File: src/rtl/spiram_bridge.sv
// CPU word port to SPI RAM controller bridge: word reads, per-lane byte writes, busy handshake, gap and arm timeout.
// Optional one-word read cache when SPIRAM_BRIDGE_RDCACHE_EN is defined.
module spiram_bridge #(
  parameter int GAP_CYCLES  = 1,
  parameter int ARM_TIMEOUT = 8
) (
  input  logic        clk,
  input  logic        reset,
  input  logic [19:0] mem_addr,
  input  logic [31:0] mem_wdata,
  input  logic [3:0]  mem_wmask,
  input  logic        mem_rstrb,
  output logic [31:0] mem_rdata,
  output logic        mem_rbusy,
  output logic        mem_wbusy,
  output logic        err,
  output logic        ram_rd,
  output logic        ram_wr,
  output logic [19:0] ram_addr,
  output logic [31:0] ram_wdata,
  input  logic [31:0] ram_rdata,
  input  logic        ram_rbusy,
  input  logic        ram_wbusy
);

  typedef enum logic [2:0] {
    S_IDLE, S_RD_REQ, S_RD_WAIT, S_WR_SCAN, S_WR_REQ, S_WR_WAIT, S_GAP
  } state_t;

  localparam logic [15:0] TMO_LAST = 16'(ARM_TIMEOUT - 1);
  localparam logic [15:0] GAP_LAST = 16'(GAP_CYCLES - 1);

  state_t      r_state, w_next;
  logic [17:0] r_wa;
  logic [31:0] r_wdata;
  logic [3:0]  r_mask;
  logic [1:0]  r_lane;
  logic [31:0] r_rdata;
  logic        r_rbusy, r_wbusy, r_err;
  logic [15:0] r_tmo, r_gap;

  logic       w_wr_acc, w_rd_acc, w_rd_miss, w_hit;
  logic       w_tmo_last, w_gap_done;
  logic       w_rd_to, w_wr_to, w_rd_done, w_wr_ack;
  logic [1:0] w_lane;
  logic       w_unused_addr_lsb;

  assign w_unused_addr_lsb = ^mem_addr[1:0];

`ifdef SPIRAM_BRIDGE_RDCACHE_EN
  logic        r_cvld;
  logic [17:0] r_ctag;
  logic [31:0] r_cdat;
  assign w_hit = r_cvld && (r_ctag == mem_addr[19:2]);
`else
  assign w_hit = 1'b0;
`endif

  assign w_wr_acc   = (r_state == S_IDLE) && (mem_wmask != 4'b0000);
  assign w_rd_acc   = (r_state == S_IDLE) && mem_rstrb && !w_wr_acc;
  assign w_rd_miss  = w_rd_acc && !w_hit;
  assign w_tmo_last = (r_tmo == TMO_LAST);
  assign w_gap_done = (GAP_CYCLES == 0) || (r_gap == GAP_LAST);

  always_comb begin
    w_lane = 2'd0;
    if (r_mask[0])      w_lane = 2'd0;
    else if (r_mask[1]) w_lane = 2'd1;
    else if (r_mask[2]) w_lane = 2'd2;
    else if (r_mask[3]) w_lane = 2'd3;
  end

  always_ff @(posedge clk or posedge reset) begin
    if (reset) r_state <= S_IDLE;
    else       r_state <= w_next;
  end

  always_comb begin
    w_next    = r_state;
    w_rd_to   = 1'b0;
    w_wr_to   = 1'b0;
    w_rd_done = 1'b0;
    w_wr_ack  = 1'b0;
    case (r_state)
      S_IDLE: begin
        if (w_wr_acc)       w_next = S_WR_SCAN;
        else if (w_rd_miss) w_next = S_RD_REQ;
      end
      S_RD_REQ: begin
        if (ram_rbusy) w_next = S_RD_WAIT;
        else if (w_tmo_last) begin
          w_next  = S_GAP;
          w_rd_to = 1'b1;
        end
      end
      S_RD_WAIT: begin
        if (!ram_rbusy) begin
          w_next    = S_GAP;
          w_rd_done = 1'b1;
        end
      end
      S_WR_SCAN: w_next = (r_mask != 4'b0000) ? S_WR_REQ : S_GAP;
      S_WR_REQ: begin
        if (ram_wbusy) begin
          w_next   = S_WR_WAIT;
          w_wr_ack = 1'b1;
        end else if (w_tmo_last) begin
          w_next  = S_GAP;
          w_wr_to = 1'b1;
        end
      end
      S_WR_WAIT: if (!ram_wbusy) w_next = S_GAP;
      S_GAP: begin
        if (w_gap_done) w_next = (r_mask != 4'b0000) ? S_WR_SCAN : S_IDLE;
      end
      default: w_next = S_IDLE;
    endcase
  end

  always_ff @(posedge clk or posedge reset) begin
    if (reset) begin
      r_wa    <= '0;
      r_wdata <= '0;
      r_mask  <= '0;
      r_lane  <= '0;
      r_rdata <= '0;
      r_rbusy <= 1'b0;
      r_wbusy <= 1'b0;
      r_err   <= 1'b0;
      r_tmo   <= '0;
      r_gap   <= '0;
    end else begin
      r_tmo <= (r_state == S_RD_REQ || r_state == S_WR_REQ) ? r_tmo + 16'd1 : 16'd0;
      r_gap <= (r_state == S_GAP) ? r_gap + 16'd1 : 16'd0;
      if (w_wr_acc) begin
        r_wa    <= mem_addr[19:2];
        r_wdata <= mem_wdata;
        r_mask  <= mem_wmask;
        r_wbusy <= 1'b1;
      end else if (w_rd_miss) begin
        r_wa    <= mem_addr[19:2];
        r_rbusy <= 1'b1;
      end
`ifdef SPIRAM_BRIDGE_RDCACHE_EN
      if (w_rd_acc && w_hit) r_rdata <= r_cdat;
`endif
      if (r_state == S_WR_SCAN) r_lane <= w_lane;
      if (w_wr_ack) r_mask[r_lane] <= 1'b0;
      if (w_rd_done) r_rdata <= ram_rdata;
      if (w_rd_to) begin
        r_err   <= 1'b1;
        r_rdata <= 32'hFFFF_FFFF;
      end
      // A write timeout drops every lane still pending.
      if (w_wr_to) begin
        r_err  <= 1'b1;
        r_mask <= 4'b0000;
      end
      if (r_state == S_GAP && w_gap_done && r_mask == 4'b0000) begin
        r_rbusy <= 1'b0;
        r_wbusy <= 1'b0;
      end
    end
  end

`ifdef SPIRAM_BRIDGE_RDCACHE_EN
  always_ff @(posedge clk or posedge reset) begin
    if (reset) begin
      r_cvld <= 1'b0;
      r_ctag <= '0;
      r_cdat <= '0;
    end else begin
      if (w_wr_acc && w_hit) begin
        for (int i = 0; i < 4; i++)
          if (mem_wmask[i]) r_cdat[8*i +: 8] <= mem_wdata[8*i +: 8];
      end
      if (w_rd_done) begin
        r_cvld <= 1'b1;
        r_ctag <= r_wa;
        r_cdat <= ram_rdata;
      end
      if (w_rd_to || w_wr_to) r_cvld <= 1'b0;
    end
  end
`endif

  assign mem_rdata = r_rdata;
  assign mem_rbusy = r_rbusy;
  assign mem_wbusy = r_wbusy;
  assign err       = r_err;
  assign ram_rd    = (r_state == S_RD_REQ);
  assign ram_wr    = (r_state == S_WR_REQ);
  assign ram_addr  = (r_state == S_RD_REQ) ? {r_wa, 2'b00} :
                     (r_state == S_WR_REQ) ? {r_wa, r_lane} : 20'h0;
  assign ram_wdata = (r_state == S_WR_REQ) ? {24'h0, r_wdata[{r_lane, 3'b000} +: 8]} : 32'h0;

endmodule

File: config.mk
export PLATFORM = sky130hd
export DESIGN_NAME = spiram_bridge
export DESIGN_NICKNAME = d
export VERILOG_FILES = /design/src/rtl/spiram_bridge.sv
export SDC_FILE = /design/constraint.sdc
export NUM_CORES = 1
export LEC_CHECK = 0
export ABC_AREA = 1
export ABC_CLOCK_PERIOD_IN_PS = 9150
export BUFFER_PORTS_ARGS = -buffer_cell sky130_fd_sc_hd__buf_4
export CAP_MARGIN = 20
export CORE_MARGIN = 2
export CORE_UTILIZATION = 44
export CTS_CLUSTER_DIAMETER = 150
export CTS_CLUSTER_SIZE = 20
export DETAILED_ROUTE_END_ITERATION = 6
export GPL_TIMING_DRIVEN = 0
export PLACE_DENSITY = 0.77
export SLEW_MARGIN = 25
export SYNTH_ARGS = -nofsm -noshare
export SYNTH_HDL_FRONTEND = slang
export SYNTH_SLANG_ARGS = --single-unit
File: constraint.sdc
create_clock -name clk -period 9.15 [get_ports clk]
set_input_delay 0.915 -clock clk [delete_from_list [all_inputs] [get_ports clk]]
set_output_delay 0.915 -clock clk [all_outputs]
set_load 0.01 [all_outputs]
==> flow_results.xml, run 1 <==
<?xml version="1.0" encoding="UTF-8"?>
<metrics>
  <group name="status">
    <metric name="run_status" unit="">completed</metric>
  </group>
  <group name="routing">
    <metric name="antenna_violating_nets_left" unit="">0</metric>
    <metric name="post_drt_via_cell_ratio" unit="">4.84</metric>
    <metric name="via_count" unit="">5272</metric>
    <metric name="wire_per_inst" unit="um">13.1</metric>
    <metric name="drt-total-wl" unit="um">14300</metric>
    <metric name="drc" unit="">0</metric>
    <metric name="drtPass1Iterations" unit="">4</metric>
    <metric name="drt_iter0_markers" unit="">314</metric>
  </group>
  <group name="logic_synthesis">
    <metric name="synthesis.area" unit="sq um">6170</metric>
    <metric name="synth_flop_cell" unit="">dfrtp_1</metric>
    <metric name="synth_area_leader_cell" unit="">dfrtp_1</metric>
    <metric name="yosys-top-cells-count" unit="">nand2_1 (133), dfrtp_1 (126), nor2_1 (100), inv_1 (62), nand3_1 (33)</metric>
    <metric name="synthArstFlopShare" unit="%">100</metric>
    <metric name="synth_edf_count" unit="">0</metric>
    <metric name="synth.lib_cells_used.distinct" unit="">37</metric>
    <metric name="ys_ff_latch" unit="">126</metric>
    <metric name="area_contributors_post_synth" unit="">dfrtp_1 (51%), nand2_1 (8.1%), nor2_1 (6.1%)</metric>
    <metric name="avgSynthCellArea" unit="sq um">8.83</metric>
    <metric name="synth_most_common_cell" unit="">nand2_1</metric>
    <metric name="post-synth-top-area-fraction" unit="%">51.1</metric>
    <metric name="synth.yosys.warnings" unit="">0</metric>
    <metric name="netlist_instances" unit="">699</metric>
    <metric name="seq_area_frac_synth" unit="%">51.1</metric>
  </group>
  <group name="clock_network">
    <metric name="ctsRootBufferMaster" unit="">clkbuf_16</metric>
    <metric name="cts_buffers" unit="">17</metric>
    <metric name="cts_max_path_buffers" unit="">2</metric>
    <metric name="cts_repair_resize_count" unit="">0</metric>
    <metric name="ctsHtreeMaxLevel" unit="">4</metric>
    <metric name="clkSinkCount" unit="">126</metric>
    <metric name="clock_insertion_delay_worst_skew" unit="ps">410</metric>
    <metric name="cts.repair_timing.setup_buffer_count" unit="">0</metric>
    <metric name="path_clk_slew" unit="ps">50</metric>
    <metric name="cts_tree" unit="">done</metric>
    <metric name="postCtsHoldBufs" unit="">0</metric>
  </group>
  <group name="floorplan">
    <metric name="width_of_the_chip" unit="um">122</metric>
    <metric name="fp.dieH" unit="um">122</metric>
    <metric name="placementRows" unit="">43</metric>
    <metric name="die_area" unit="sq um">15000</metric>
    <metric name="ioPinCount" unit="">182</metric>
    <metric name="core" unit="sq um">13800</metric>
    <metric name="start_util" unit="%">44.8</metric>
  </group>
  <group name="timing">
    <metric name="setup_repair_after_global_routing_missed_its_margin" unit="">no</metric>
    <metric name="drv_slew" unit="">0</metric>
    <metric name="slew_headroom" unit="%">58.0</metric>
    <metric name="achievable-frequency" unit="GHz">0.336</metric>
    <metric name="finalHoldViolCount" unit="">0</metric>
    <metric name="period_share" unit="%">32.5</metric>
    <metric name="totalNegativeSetupSlack" unit="ps">0</metric>
    <metric name="worstMarginPinSlew" unit="ps">628</metric>
    <metric name="timing.final.setup_violations" unit="">0</metric>
    <metric name="timing.final.crit_period" unit="ps">2980</metric>
    <metric name="skew" unit="ps">7.56</metric>
  </group>
  <group name="global_route">
    <metric name="antenna_found_initial" unit="">0</metric>
    <metric name="overall_global_routing_resource_usage" unit="%">19.9</metric>
    <metric name="grt_start_max_net_pins" unit="">84</metric>
    <metric name="overflow" unit="">0</metric>
    <metric name="global_route_wire_length_before_repair" unit="um">23500</metric>
    <metric name="first_global_vias" unit="">4956</metric>
  </group>
  <group name="worst_setup_path">
    <metric name="endpoint" unit="">ram_wdata[6]</metric>
    <metric name="setup.worst_path.start" unit="">r_lane[0]</metric>
    <metric name="crit_required" unit="ps">8240</metric>
    <metric name="r2r_cells" unit="">7</metric>
    <metric name="r2r_setup_slack" unit="ps">7510</metric>
    <metric name="critical_path.endpoint_type" unit="">output port</metric>
    <metric name="critical_path.startpoint_type" unit="">flop</metric>
    <metric name="crit-reg2reg-launch" unit="">r_state[2]</metric>
    <metric name="crit_type" unit="">flop to output port</metric>
    <metric name="critical_path_peak_fanout" unit="">10</metric>
    <metric name="timing.rr.end" unit="">r_wdata[15]</metric>
    <metric name="worst_ep_arrival_time" unit="ps">2060</metric>
  </group>
  <group name="placed_design">
    <metric name="dpl-instance-area" unit="sq um">7680</metric>
    <metric name="dpl.cell_count" unit="">1058</metric>
    <metric name="place_hpwl" unit="um">10500</metric>
    <metric name="port_buffers" unit="">155</metric>
    <metric name="place.gp.congestion" unit="">0.832</metric>
  </group>
  <group name="final_layout">
    <metric name="final_util" unit="%">59.7</metric>
    <metric name="antenna_cells" unit="">0</metric>
    <metric name="final_nets" unit="">994</metric>
    <metric name="final_layout_size_suffix_gt1_share" unit="%">29.6</metric>
    <metric name="area_delta_synth_final" unit="%">33.3</metric>
    <metric name="layout.filler_cells" unit="">1209</metric>
    <metric name="finalNonFillerCells" unit="">1090</metric>
    <metric name="postLayoutCellArea" unit="sq um">8220</metric>
  </group>
  <group name="power_and_ir_drop">
    <metric name="power.density" unit="nW/um^2">303</metric>
    <metric name="vdd_ir_drop_max" unit="V">0.000201</metric>
    <metric name="total_leakage_power" unit="nW">4.29</metric>
  </group>
  <group name="run">
    <metric name="drv_cap" unit="">0</metric>
  </group>
  <group name="min_path">
    <metric name="hold_class" unit="">flop to flop</metric>
  </group>
</metrics>
## through the flow
| step | hold WS (ps) | power (mW) | worst slack [ps] |
|---|---|---|---|
| 2_1_floorplan | 433 | 1.51 | 4880 |
| 3_3_place_gp | 452 | 1.86 | 3410 |
| 3_5_place_dp | 460 | 1.89 | 6620 |
| 4_1_cts | 468 | 2.51 | 6150 |
| 5_1_grt | 487 | 2.67 | 5960 |
| 6_report | 463 | 2.49 | 6170 |
## area by class of cell
cell class | instances | area, sq um | share of cell area, %
flip-flops and latches | 126 | 3150 | 38.3
repair buffers | 156 | 1190 | 14.5
clock buffers | 21 | 450 | 5.48
well taps | 180 | 225 | 2.74
plain buffers | 50 | 344 | 4.18
inverters | 70 | 270 | 3.29
clock inverters | 11 | 92.6 | 1.13
multi-input cells | 476 | 2500 | 30.4
## cell families (layout without fill, tap and decap cells)
| group | count (synthesis) | after routing | share of synthesized area, % |
|---|---|---|---|
| AOI/OAI and AO/OA | 82 | 82 | 7.08 |
| and+or+nand+nor | 316 | 316 | 22.5 |
| adders and majority gates | 4 | 4 | 0.811 |
| other | 1 | 24 | 0.0608 |
| xor gates and xnor gates | 4 | 4 | 0.568 |
| DFF | 126 | 126 | 51.1 |
| muxes | 46 | 46 | 8.09 |
| buffers and inverters | 120 | 308 | 9.84 |
## registers in the layout (all words and copies together), names as in the netlist, 2 cells and up
register and flops:
mem_rdata 32, r_wdata 32, r_wa 18, r_gap 16, r_tmo 16, r_mask 4
r_state 3, r_lane 2
## worst min-delay path by stage
stage | cells past startpoint | startpoint | end
floorplan | 1 | r_tmo[0] | r_tmo[0]
global placement | 1 | r_tmo[0] | r_tmo[0]
detailed placement | 1 | err | err
CTS | 1 | r_tmo[0] | r_tmo[0]
global route | 2 | reset | r_wa[16]
finish | 1 | r_tmo[0] | r_tmo[0]
## per-layer routing
layer | wire, um | vias to the layer above | GRT usage, %
li1 | - | 2639 | -
met1 | 6170 | 2457 | 26.0
met2 | 6760 | 157 | 30.7
met3 | 1120 | 19 | 7.53
met4 | 270 | 0 | 6.68
met5 | 0 | - | 0
## power breakdown
group	switching, mW	total, mW	leakage [nW]	internal, mW
clock	0.237	0.615	0.267	0.378
combinational	0.554	1.00	2.44	0.450
sequential	0.104	0.873	1.58	0.769
total	0.895	2.49	4.29	1.60
## critical path, stage by stage (launching register included)
cell      delay (ps)
dfrtp_1          380
clkbuf_1         230
nor2_1           550
nand2_1          130
a31oi_1          220
buf_4            150
## cells in the final DEF, fill, tap and decap left out, types with 11 or more instances in the layout
master | synthesis | layout
inv_1 | 62 | 61
nand2_1 | 133 | 133
dfrtp_1 | 126 | 126
buf_4 | 26 | 181
o21ai_1 | 18 | 18
nand4_1 | 21 | 21
conb_1 | 1 | 24
buf_2 | 11 | 11
nand3_1 | 33 | 33
nor3_1 | 14 | 14
o21ai_0 | 29 | 29
a21oi_1 | 20 | 20
mux2i_1 | 15 | 15
clkbuf_16 | 0 | 17
mux2_2 | 21 | 21
nor2_1 | 100 | 100
No activity file was read; power rests on OpenSTA's default activity.
==> inputs of run 2 (changes only) <==
Settings changed: ABC_CLOCK_PERIOD_IN_PS 9150 to 2700, PLACE_DENSITY 0.77 to 0.79.
Clock period 9.15 ns to 2.7 ns, I/O delays scaled along.
==> flow_results.xml, run 2 (synthesized netlist as in run 1, its figures left out) <==
<?xml version="1.0" encoding="UTF-8"?>
<metrics>
  <group name="worst_setup_path">
    <metric name="worst_ep_arrival_time" unit="ps">2030</metric>
    <metric name="cp_cell_sequence" unit="">buf_6, nor3_2, inv_2, nand2_4, inv_2, buf_2, nor2_1, buf_4</metric>
    <metric name="r2r_cells" unit="">8</metric>
    <metric name="cp_slowest_stage_delay" unit="ps">370</metric>
    <metric name="cp_common_cell" unit="">inv_2</metric>
    <metric name="crit-reg2reg-launch" unit="">r_gap[0]</metric>
    <metric name="critical_path.endpoint_type" unit="">output port</metric>
    <metric name="critical_path.startpoint_type" unit="">flop</metric>
    <metric name="crit_type" unit="">flop to output port</metric>
    <metric name="crit_required" unit="ps">2430</metric>
    <metric name="timing.critical_path.slowest_stage_cell" unit="">dfrtp_1</metric>
    <metric name="cp_num_buf_inv" unit="">5</metric>
    <metric name="r2r_setup_slack" unit="ps">950</metric>
    <metric name="worst_path_top_cell_family_by_delay" unit="">buffers and inverters</metric>
    <metric name="timing.rr.end" unit="">r_gap[12]</metric>
    <metric name="critical_path_peak_fanout" unit="">10</metric>
  </group>
  <group name="global_route">
    <metric name="overall_global_routing_resource_usage" unit="%">20.1</metric>
    <metric name="first_global_vias" unit="">5158</metric>
    <metric name="overflow" unit="">0</metric>
    <metric name="global_route_wire_length_before_repair" unit="um">23800</metric>
    <metric name="antenna_found_initial" unit="">0</metric>
    <metric name="grt_start_max_net_pins" unit="">33</metric>
  </group>
  <group name="floorplan">
    <metric name="ioPinCount" unit="">182</metric>
    <metric name="die_area" unit="sq um">15000</metric>
    <metric name="core" unit="sq um">13800</metric>
    <metric name="start_util" unit="%">44.8</metric>
    <metric name="width_of_the_chip" unit="um">122</metric>
    <metric name="fp.dieH" unit="um">122</metric>
    <metric name="placementRows" unit="">43</metric>
  </group>
  <group name="timing">
    <metric name="achievable-frequency" unit="GHz">0.435</metric>
    <metric name="finalHoldViolCount" unit="">0</metric>
    <metric name="timing.final.crit_period" unit="ps">2300</metric>
    <metric name="timing.final.setup_violations" unit="">0</metric>
    <metric name="setup_repair_after_global_routing_missed_its_margin" unit="">no</metric>
    <metric name="skew" unit="ps">7.33</metric>
    <metric name="post-route-worst-setup-slack" unit="ps">400</metric>
    <metric name="drv_slew" unit="">0</metric>
    <metric name="worstMarginPinSlew" unit="ps">554</metric>
    <metric name="holdWs" unit="ps">56.1</metric>
    <metric name="period_share" unit="%">85.2</metric>
    <metric name="totalNegativeSetupSlack" unit="ps">0</metric>
    <metric name="slew_headroom" unit="%">62.8</metric>
  </group>
  <group name="routing">
    <metric name="post_drt_via_cell_ratio" unit="">4.87</metric>
    <metric name="via_count" unit="">5326</metric>
    <metric name="drt_iter0_markers" unit="">302</metric>
    <metric name="drt-total-wl" unit="um">14700</metric>
    <metric name="wire_per_inst" unit="um">13.5</metric>
    <metric name="drtPass1Iterations" unit="">6</metric>
    <metric name="antenna_violating_nets_left" unit="">0</metric>
    <metric name="drc" unit="">0</metric>
  </group>
  <group name="min_path">
    <metric name="timing.hold.worst.start" unit="">mem_wdata[31]</metric>
    <metric name="worstHoldPathCells" unit="">3</metric>
    <metric name="hold_class" unit="">primary input to flop</metric>
    <metric name="hold_path_end" unit="">r_wdata[31]</metric>
  </group>
  <group name="clock_network">
    <metric name="cts_max_path_buffers" unit="">2</metric>
    <metric name="cts_repair_resize_count" unit="">0</metric>
    <metric name="cts_tree" unit="">done</metric>
    <metric name="cts_buffers" unit="">17</metric>
    <metric name="path_clk_slew" unit="ps">60</metric>
    <metric name="clock_insertion_delay_worst_skew" unit="ps">410</metric>
    <metric name="clkSinkCount" unit="">126</metric>
    <metric name="ctsHtreeMaxLevel" unit="">4</metric>
    <metric name="ctsRootBufferMaster" unit="">clkbuf_16</metric>
  </group>
  <group name="power_and_ir_drop">
    <metric name="vdd_ir_drop_max" unit="V">0.000826</metric>
    <metric name="total_leakage_power" unit="nW">4.35</metric>
    <metric name="power.density" unit="nW/um^2">1050</metric>
  </group>
  <group name="final_layout">
    <metric name="antenna_cells" unit="">0</metric>
    <metric name="final_layout_size_suffix_gt1_share" unit="%">30.1</metric>
    <metric name="layout.cells.most_common" unit="">buf_4</metric>
    <metric name="final_cell_mix" unit="">buf_4 (181), nand2_1 (133), dfrtp_1 (126), nor2_1 (100), inv_1 (61)</metric>
    <metric name="layout.filler_cells" unit="">1174</metric>
    <metric name="final_nets" unit="">998</metric>
    <metric name="area_delta_synth_final" unit="%">35.9</metric>
  </group>
  <group name="placed_design">
    <metric name="pre_cts_slack" unit="ps">835</metric>
    <metric name="port_buffers" unit="">155</metric>
    <metric name="place.gp.congestion" unit="">0.838</metric>
    <metric name="place_hpwl" unit="um">10700</metric>
  </group>
  <group name="run">
    <metric name="drv_cap" unit="">0</metric>
  </group>
  <group name="status">
    <metric name="run_status" unit="">completed</metric>
  </group>
</metrics>
-- run 2: worst register-to-register path, delay by kind of cell (launching register included) --
kind                       cells  cell delay [ps]
AOI/OAI and AO/OA              2              260
and+or+nand+nor                5              790
DFF                            1              380
adders and majority gates      1              200
-- run 2: power breakdown --
group	total, mW	switching, mW	internal [mW]
clock network	2.45	0.888	1.56
logic	3.44	1.90	1.53
registers	2.96	0.355	2.60
-- run 2: timing repair --
action,CTS,global route
buffers inserted,0,0
endpoints found under the hold margin,18,0
hold buffers,1,0
-- run 2: how the worst max path moves through the flow --
| stage | startpoint | end | slack, ps | depth (start not counted) |
|---|---|---|---|---|
| CTS | r_state[2] | ram_addr[14] | 380 | 8 |
| global route | r_lane[0] | ram_wdata[7] | 290 | 5 |
| finish | r_state[2] | ram_addr[14] | 400 | 8 |
| floorplan | reset | err | 880 | 1 |
| global placement | reset | r_wa[10] | 60 | 2 |
| detailed placement | r_state[2] | ram_addr[14] | 830 | 8 |
-- run 2: area by class of cell --
class | count | area [sq um] | share of cell area, %
sequential | 126 | 3150 | 37.6
inverter | 70 | 267 | 3.18
buffer | 50 | 344 | 4.10
tap | 180 | 225 | 2.69
clock buffer | 17 | 425 | 5.07
timing repair buffer | 160 | 1260 | 15.0
clock inverter | 15 | 211 | 2.52
multi-input combinational | 476 | 2500 | 29.8
-- run 2: metal layers --
metal / up-vias / GRT usage [%] / share of wire (%)
li1: 2640 / - / -
met1: 2471 / 25.2 / 42
met2: 188 / 32.8 / 48
met3: 27 / 6.32 / 7.5
met4: 0 / 7.47 / 2.0
met5: - / 0 / 0
-- run 2: metrics by stage --
stage	instances	util, %	cell area [sq um]	total power, mW
6_report	1094	60.9	8380	8.84
3_3_place_gp	1057	55.5	7650	6.27
5_1_grt	1094	60.9	8380	9.43
4_1_cts	1094	60.9	8380	8.89
3_5_place_dp	1061	56.2	7740	6.39
2_1_floorplan	722	-	6260	5.12
